**src/rtl/ysyx_210247_trap_seq_pkg.sv**
```systemverilog
// Shared constants and types for the trap sequencer: op codes, mcause values,
// mstatus field positions, FSM encoding and the register bus width.
package ysyx_210247_trap_seq_pkg;

    localparam int unsigned REG_BUS     = 64;
    localparam int unsigned DRAIN_CNT_W = 8;

    typedef enum logic [1:0] {
        OP_NONE  = 2'b00,
        OP_ECALL = 2'b01,
        OP_MRET  = 2'b10,
        OP_IRQ   = 2'b11
    } trap_op_e;

    typedef enum logic [1:0] {
        ST_IDLE     = 2'b00,
        ST_DRAIN    = 2'b01,
        ST_UPDATE   = 2'b10,
        ST_REDIRECT = 2'b11
    } state_e;

    localparam logic [REG_BUS-1:0] MCAUSE_ECALL = 64'd11;
    localparam logic [REG_BUS-1:0] MCAUSE_TIMER = 64'h8000_0000_0000_0007;

    localparam int unsigned MSTATUS_MIE    = 3;
    localparam int unsigned MSTATUS_MPIE   = 7;
    localparam int unsigned MSTATUS_MPP_LO = 11;
    localparam int unsigned MSTATUS_MPP_HI = 12;

    // mstatus after trap entry (ecall/interrupt) or trap return (mret).
    function automatic logic [REG_BUS-1:0] mstatus_next(input trap_op_e op,
                                                        input logic [REG_BUS-1:0] cur);
        logic [REG_BUS-1:0] r;
        r = cur;
        if (op == OP_MRET) begin
            r[MSTATUS_MIE]  = cur[MSTATUS_MPIE];
            r[MSTATUS_MPIE] = 1'b1;
        end else begin
            r[MSTATUS_MPIE] = cur[MSTATUS_MIE];
            r[MSTATUS_MIE]  = 1'b0;
        end
        r[MSTATUS_MPP_HI:MSTATUS_MPP_LO] = 2'b11;
        return r;
    endfunction

endpackage

```
**src/rtl/ysyx_210247_trap_seq.sv**
```systemverilog
// Trap sequencer: accepts an ecall/mret/interrupt from commit, drains the bus,
// writes the machine CSRs for one cycle, then redirects and flushes the pipe.
module ysyx_210247_trap_seq
    import ysyx_210247_trap_seq_pkg::*;
#(
    parameter logic [DRAIN_CNT_W-1:0] DRAIN_MAX = 8'd255
) (
    input  logic               clk,
    input  logic               rst,
    input  logic               trap_valid,
    input  logic [1:0]         trap_op,
    input  logic [REG_BUS-1:0] trap_pc,
    output logic               trap_ready,
    input  logic               bus_busy,
    input  logic [REG_BUS-1:0] csr_mtvec,
    input  logic [REG_BUS-1:0] csr_mepc,
    input  logic [REG_BUS-1:0] csr_mstatus,
    output logic               csr_mepc_wen,
    output logic               csr_mcause_wen,
    output logic               csr_mstatus_wen,
    output logic [REG_BUS-1:0] csr_mepc_wdata,
    output logic [REG_BUS-1:0] csr_mcause_wdata,
    output logic [REG_BUS-1:0] csr_mstatus_wdata,
    output logic               stall,
    output logic               flush,
    output logic               redirect_valid,
    output logic [REG_BUS-1:0] redirect_pc,
    output logic               drain_timeout
);

    state_e                   state_q, state_d;
    trap_op_e                 op_q, op_d;
    logic [REG_BUS-1:0]       pc_q, pc_d;
    logic [DRAIN_CNT_W-1:0]   cnt_q, cnt_d;
    logic                     timeout_q, timeout_d;
    logic [REG_BUS-1:0]       redirect_pc_q, redirect_pc_d;

    logic                     run_c;
    logic                     accept_c;
    logic                     in_update_c;
    logic                     in_redirect_c;
    logic [DRAIN_CNT_W-1:0]   cnt_inc_c;
    logic                     unused_ok_c;

    // Everything visible is forced low while reset is asserted.
    assign run_c         = ~rst;
    assign accept_c      = run_c && (state_q == ST_IDLE) && trap_valid && (trap_op != OP_NONE);
    assign in_update_c   = run_c && (state_q == ST_UPDATE);
    assign in_redirect_c = run_c && (state_q == ST_REDIRECT);
    assign cnt_inc_c     = cnt_q + DRAIN_CNT_W'(1);
    assign unused_ok_c   = ^{csr_mtvec[1:0], pc_q[1:0]};

    // State and latched-event registers with synchronous reset.
    always_ff @(posedge clk) begin
        if (rst) begin
            state_q       <= ST_IDLE;
            op_q          <= OP_NONE;
            pc_q          <= '0;
            cnt_q         <= '0;
            timeout_q     <= 1'b0;
            redirect_pc_q <= '0;
        end else begin
            state_q       <= state_d;
            op_q          <= op_d;
            pc_q          <= pc_d;
            cnt_q         <= cnt_d;
            timeout_q     <= timeout_d;
            redirect_pc_q <= redirect_pc_d;
        end
    end

    // Next-state logic: IDLE -> DRAIN -> UPDATE -> REDIRECT -> IDLE.
    always_comb begin
        state_d       = state_q;
        op_d          = op_q;
        pc_d          = pc_q;
        cnt_d         = cnt_q;
        timeout_d     = timeout_q;
        redirect_pc_d = redirect_pc_q;
        case (state_q)
            ST_IDLE: begin
                if (accept_c) begin
                    op_d    = trap_op_e'(trap_op);
                    pc_d    = trap_pc;
                    cnt_d   = '0;
                    state_d = ST_DRAIN;
                end
            end
            ST_DRAIN: begin
                if (!bus_busy) begin
                    state_d = ST_UPDATE;
                end else begin
                    cnt_d = cnt_inc_c;
                    // A bus that never goes idle must not wedge the trap path.
                    if (cnt_inc_c == DRAIN_MAX) begin
                        state_d   = ST_UPDATE;
                        timeout_d = 1'b1;
                    end
                end
            end
            ST_UPDATE: begin
                redirect_pc_d = (op_q == OP_MRET) ? csr_mepc : {csr_mtvec[REG_BUS-1:2], 2'b00};
                state_d       = ST_REDIRECT;
            end
            ST_REDIRECT: begin
                state_d = ST_IDLE;
            end
            default: begin
                state_d = ST_IDLE;
            end
        endcase
    end

    // Moore outputs decoded from the state register.
    assign trap_ready        = run_c && (state_q == ST_IDLE);
    assign stall             = run_c && (state_q != ST_IDLE);
    assign csr_mstatus_wen   = in_update_c;
    assign csr_mepc_wen      = in_update_c && (op_q != OP_MRET);
    assign csr_mcause_wen    = in_update_c && (op_q != OP_MRET);
    assign csr_mepc_wdata    = run_c ? {pc_q[REG_BUS-1:2], 2'b00} : '0;
    assign csr_mcause_wdata  = !run_c            ? '0 :
                               (op_q == OP_IRQ)   ? MCAUSE_TIMER :
                               (op_q == OP_ECALL) ? MCAUSE_ECALL : '0;
    assign csr_mstatus_wdata = in_update_c ? mstatus_next(op_q, csr_mstatus) : '0;
    assign redirect_valid    = in_redirect_c;
    assign flush             = in_redirect_c;
    assign redirect_pc       = run_c ? redirect_pc_q : '0;
    assign drain_timeout     = run_c && timeout_q;

endmodule

```
**config.mk**
```make
export PLATFORM = sky130hd
export DESIGN_NAME = ysyx_210247_trap_seq
export DESIGN_NICKNAME = d
export VERILOG_FILES = /design/src/rtl/ysyx_210247_trap_seq_pkg.sv /design/src/rtl/ysyx_210247_trap_seq.sv
export SDC_FILE = /design/constraint.sdc
export NUM_CORES = 1
export LEC_CHECK = 0
export BUFFER_PORTS_ARGS = -buffer_cell sky130_fd_sc_hd__clkbuf_2
export CAP_MARGIN = 0
export CORE_AREA = 2 2 205 207
export DETAILED_ROUTE_END_ITERATION = 16
export DIE_AREA = 0 0 207 209
export PLACE_DENSITY = 0.4
export SYNTH_ARGS = -nofsm -noshare
export SYNTH_HDL_FRONTEND = slang
export SYNTH_SLANG_ARGS = --single-unit
```
**constraint.sdc**
```tcl
create_clock -name clk -period 1.9 [get_ports clk]
set_input_delay 0 -clock clk [delete_from_list [all_inputs] [get_ports clk]]
set_output_delay 0 -clock clk [all_outputs]
set_load 0.02 [all_outputs]
```
After elaboration in Yosys (flattened, before gate mapping)
Index checks and enable logic that the tools add are counted.
{"block": "word_totals", "inputBits": 262, "out_inout_bits": 264, "ff_bits": 141, "word_cells": 51}
{"block": "op_classes", "add_sub_neg": 1, "bitwise": 1, "reduce_logical": 16, "n_eq_ne": 11, "n_mux": 16}
{"cell": "64-bit 2-to-1 mux", "n": 6}
{"cell": "8-bit 2-to-1 mux", "n": 2}
{"cell": "8-bit one-hot mux with 2 select lines", "n": 1}
{"cell": "8-bit by 1-bit adder with 8-bit output (second input constant)", "n": 1}
{"cell": "2-bit == test (second input constant)", "n": 4}
{"cell": "8-bit == test (second input constant)", "n": 1}
{"cell": "1-bit logical AND", "n": 8}
{"cell": "2-bit one-hot mux with 4 select lines", "n": 1}
{"cell": "2-bit 2-to-1 mux", "n": 3}
{"cell": "2-bit inequality test (second input constant)", "n": 3}
{"cell": "3-bit AND reduction", "n": 2}
{"cell": "2-bit nonzero test", "n": 3}
{"cell": "2-bit by 1-bit == test with 1-bit output (second input constant)", "n": 2}
{"cell": "4-bit 2-to-1 mux", "n": 1}
{"cell": "2-bit AND reduction", "n": 2}
{"cell": "3-bit inequality test (second input constant)", "n": 1}
{"cell": "2-bit zero test", "n": 1}
{"cell": "1-bit 2-to-1 mux", "n": 2}
{"cell": "1-bit inverter", "n": 1}

Logic depth before layout (Yosys ltp)
{"block": "depth", "ltp_word": 6, "ltp_mapped": 7, "depth_no_buf": 6}

Worst setup path after synthesis
Ideal clock, no wire load.
{"block": "synth_timing", "kind": "reg-to-reg", "from": "reg state_q[0]", "to": "reg pc_q[10]", "setup_slack_ps": 187, "synth_period_minus_slack_ps": 1713, "path_buffers": 2, "setup_time_ps": 121, "t_required_ps": 1779, "path_stages_with_launch": 7, "t_arrival_ps": 1592, "cell_sequence": "dfxtp_1 > inv_1 > ha_1 > nor3b_2 > buf_2 > buf_4 > mux2_2"}
{"block": "synth_via", "elab_chain_len": 5}
{"element": "start, declared", "line_no": "ysyx_210247_trap_seq.sv:31", "text": "state_e state_q, state_d;"}
{"element": "start signal, assigned", "line_no": "ysyx_210247_trap_seq.sv:63", "text": "state_q <= state_d;"}
{"element": "2-bit zero test *", "line_no": "ysyx_210247_trap_seq.sv:47, ysyx_210247_trap_seq.sv:80"}
{"element": "1-bit logical AND (3 in a row)", "line_no": "ysyx_210247_trap_seq.sv:47", "text": "assign accept_c = run_c && (state_q == ST_IDLE) && trap_valid && (trap_op != OP_NONE);"}
{"element": "2-bit AND reduction (no line) *"}
{"element": "end signal, assigned", "line_no": "ysyx_210247_trap_seq.sv:65", "text": "pc_q <= pc_d;"}
{"element": "end, declared", "line_no": "ysyx_210247_trap_seq.sv:33", "text": "logic [REG_BUS-1:0] pc_q, pc_d;"}
Mark *: on every way between the ends. The rest lies on a longest branch, timed or not.
A chain may end at the register's enable or synchronous reset.

Final worst setup path
{"block": "layout_timing", "from": "reg state_q[0]", "to": "out csr_mstatus_wdata[9]"}
{"block": "layout_via", "elab_chain_len": 3}
{"element": "2-bit == test", "line_no": "ysyx_210247_trap_seq.sv:48", "text": "assign in_update_c = run_c && (state_q == ST_UPDATE);"}
{"element": "1-bit logical AND", "line_no": "ysyx_210247_trap_seq.sv:48"}
{"element": "64-bit 2-to-1 mux", "line_no": "ysyx_210247_trap_seq.sv:124", "text": "assign csr_mstatus_wdata = in_update_c ? mstatus_next(op_q, csr_mstatus) : '0;"}
{"element": "end, declared", "line_no": "ysyx_210247_trap_seq.sv:23", "text": "output logic [REG_BUS-1:0] csr_mstatus_wdata,"}
Every way passes these cells.

==> metrics.txt <==
outcome finished, final reports clean; minimum setup slack among reg-to-reg paths 0.1 ns; RSZ-0062 raised after global routing true; Reg area 2790 sq um; Req. time, crit path 1.90 ns; period utilization 95.0%; Final Core Density 31.3%; Pleak 5.91 nW; max_slew headroom 63.7%; PD cells 869 nW/um^2; cells on worst reg2reg path 6; internal power 7.50 mW; first-pass GRT wire length 43.5 mm; Clock power frac 30.9%; Switching Share 33.3%; Die X-Extent 207 um; # clock sinks 139; synth warn 0; die footprint 43,300 sq um; maxcap violations 0; worst hold endpoint cnt_q[6]; IO Count 526; Peak VDD IR 0.000487 V; Psw 3.75 mW; clock root buffer clkbuf_16; Initial Utilization 18.1%; row cnt 75; Seq pwr share 32.7%; Crit Reg-Reg Startpoint state_q[0]; PortBufs 458; Die Height 209 um; cts bufs inserted 17; maximum clock rate 554 MHz; Gate power share 36.4%; pre-CTS WS 0.138 ns; Hold Crit Start trap_valid; Routed WL 29.0 mm; Reg-to-Reg End cnt_q[4]; Hold Path Stages 5; GR Util All Layers 13.1%; crit path launch type register; antenna violations before repair 4; Clock Skews 0.0105 ns; final hold violations 0; later-pin clock latency in the skew report 0.44 ns; commonest non-fill, non-tap cell in the layout clkbuf_2; Synth Register Bits 139; detailed placement HPWL 21.3 mm; Hold Path Class in2reg; post-route setup slack 0.0955 ns; share of layout cells above drive strength 1 41.9%; Worst EP arrival 1.80 ns; Clock transition at path regs 0.06 ns; critical path type reg2out; actual slew at the worst max-slew pin 0.544 ns; placed cell areas 10,200 sq um; pin count of the biggest net entering global routing 79; Mean Syn Cell Area 9.33 sq um; footprint of the multi-input gates 4120 sq um; vias per inst 3.83; Non-Filler Instances 1,987; number of flops mapped to enable cells by yosys 0; layout filler cell count 4,395; gr ovfl total 0; final RePlAce weighted congestion 0.798; Post-synth ARST share 0%; sequential share of the synthesized area 37.3%; hold slack 0.147 ns; mapped cell area 7450 sq um; CTS tree built; CP Max Fanout 17; Layout Cell Area excl Fill 12,900 sq um; Post-synth top flop dfxtp_1; crit path capture type output port; synthesis-to-layout area growth 73.6%; Vias 7,610; Period minus WS final 1.80 ns; CTS max path bufs 2; htree depth 4; Iter 0 DRT Violations 264; vias in the first global route 7,791; WL/cell 14.6 um; Antenna Violating Nets Remaining 0; 1st-pass router iterations 4; final slew viol count 0; post-synth cell types 46; DRC Markers 0; Final setup viols 0; Inst Count DP 1,752; commonest non-fill, non-tap cells in the layout clkbuf_2, dlygate4sd3_1, dfxtp_1; final net count 1,700; Syn Inst Count 799; core footprint 41,300 sq um
-- metrics by stage --
stage	TNS (ns)	total power [mW]
3_5_place_dp	0	7.40
6_report	0	11.2
3_3_place_gp	0	7.36
5_1_grt	-0.00333	12.0
2_1_floorplan	0	6.26
4_1_cts	0	11.4
-- kinds of logic (layout without fill, tap and decap cells) --
group                      count (synthesis)  in the layout  share of synthesized area [%]
AOI/OAI and AO/OA                         91             91                           9.01
muxes                                    127            127                           18.1
adders and majority gates                  7              7                           1.17
buffers and inverters                    133            718                           11.0
other                                      1             65                         0.0503
and+or+nand+nor                          301            301                           23.3
DFF                                      139            139                           37.3
-- synth_stat cells (2+ instances only) --
master    count  area share [%]
nor3_1        2            0.13
nand3_1       7            0.47
nand4b_1      2            0.24
nand4_1       2            0.17
a21oi_1       6            0.40
a211oi_1     62             6.2
ha_1          7             1.2
clkbuf_1     41             2.1
nor2_1       69             3.5
nand2_1       4            0.20
and2_1       61             5.1
buf_2         8            0.54
or2_2         2            0.17
nand2b_1      8            0.67
o31ai_1       2            0.20
buf_4        73             7.4
and3_1        3            0.25
o21ai_2       2            0.24
mux2_2       62             9.4
nor2b_1     120              10
o21ai_0       6            0.40
and2b_1      13             1.3
buf_6         3            0.45
dfxtp_1     139              37
a311oi_1      2            0.24
a31oi_1       4            0.34
inv_1         6            0.30
mux2i_1      65             8.7
-- what timing repair did --
action | CTS | global route
cloned | 3 | 0
pin swaps | 0 | 0
gates resized for setup | 20 | 29
buffers inserted | 6 | 0
endpoints found under the setup margin | 64 | 88
hold buffers | 192 | 0
hold endpoints to repair | 133 | 0
-- metal layers --
layer	GRT usage [%]	vias to the layer above	part of all wire [%]
li1	-	3841	-
met1	13.5	3363	38
met2	24.4	360	52
met3	3.05	46	6.1
met4	6.95	0	4.0
met5	0	-	0
-- sequential cells by signal, summed over array words and instances (netlist names) --
name,flops
timeout_q,1
pc_q,62
op_q,2
cnt_q,8
redirect_pc_q,64
state_q,2
-- power by group through the flow --
stage	sequential [mW]	combinational [mW]	clock, mW
finish	3.68	4.10	3.47
global route	3.74	4.48	3.73
CTS	3.68	4.14	3.62
detailed placement	3.73	3.67	0
global placement	3.72	3.64	0
floorplan	3.68	2.58	0
-- critical path, cell delays in order, from the launching register on --
cell and delay (ns):
dfxtp_2 0.35, inv_4 0.04, ha_4 0.15, and2b_4 0.19, buf_4 0.15, buf_12 0.14, and2_1 0.16, buf_4 0.17
-- cell type report --
class | instances | share of cell area, %
clock buffer | 18 | 3.39
sequential | 139 | 21.5
multi-input combinational | 587 | 31.9
clock inverter | 14 | 1.31
timing repair buffer | 680 | 36.4
tap | 539 | 5.21
inverter | 6 | 0.193
antenna | 4 | 0.0774
-- worst max-delay path by stage --
stage | startpoint | to | cells past startpoint | slack, ns
global placement | state_q[0] | pc_q[6] | 6 | 0.14
CTS | state_q[0] | csr_mcause_wen | 7 | 0.01
detailed placement | state_q[1] | cnt_q[4] | 6 | 0.14
global route | state_q[0] | csr_mcause_wen | 7 | -0.002
floorplan | state_q[0] | pc_q[10] | 6 | 0.19
finish | state_q[0] | csr_mstatus_wdata[9] | 7 | 0.1
Power figures use the tool's default switching activity.
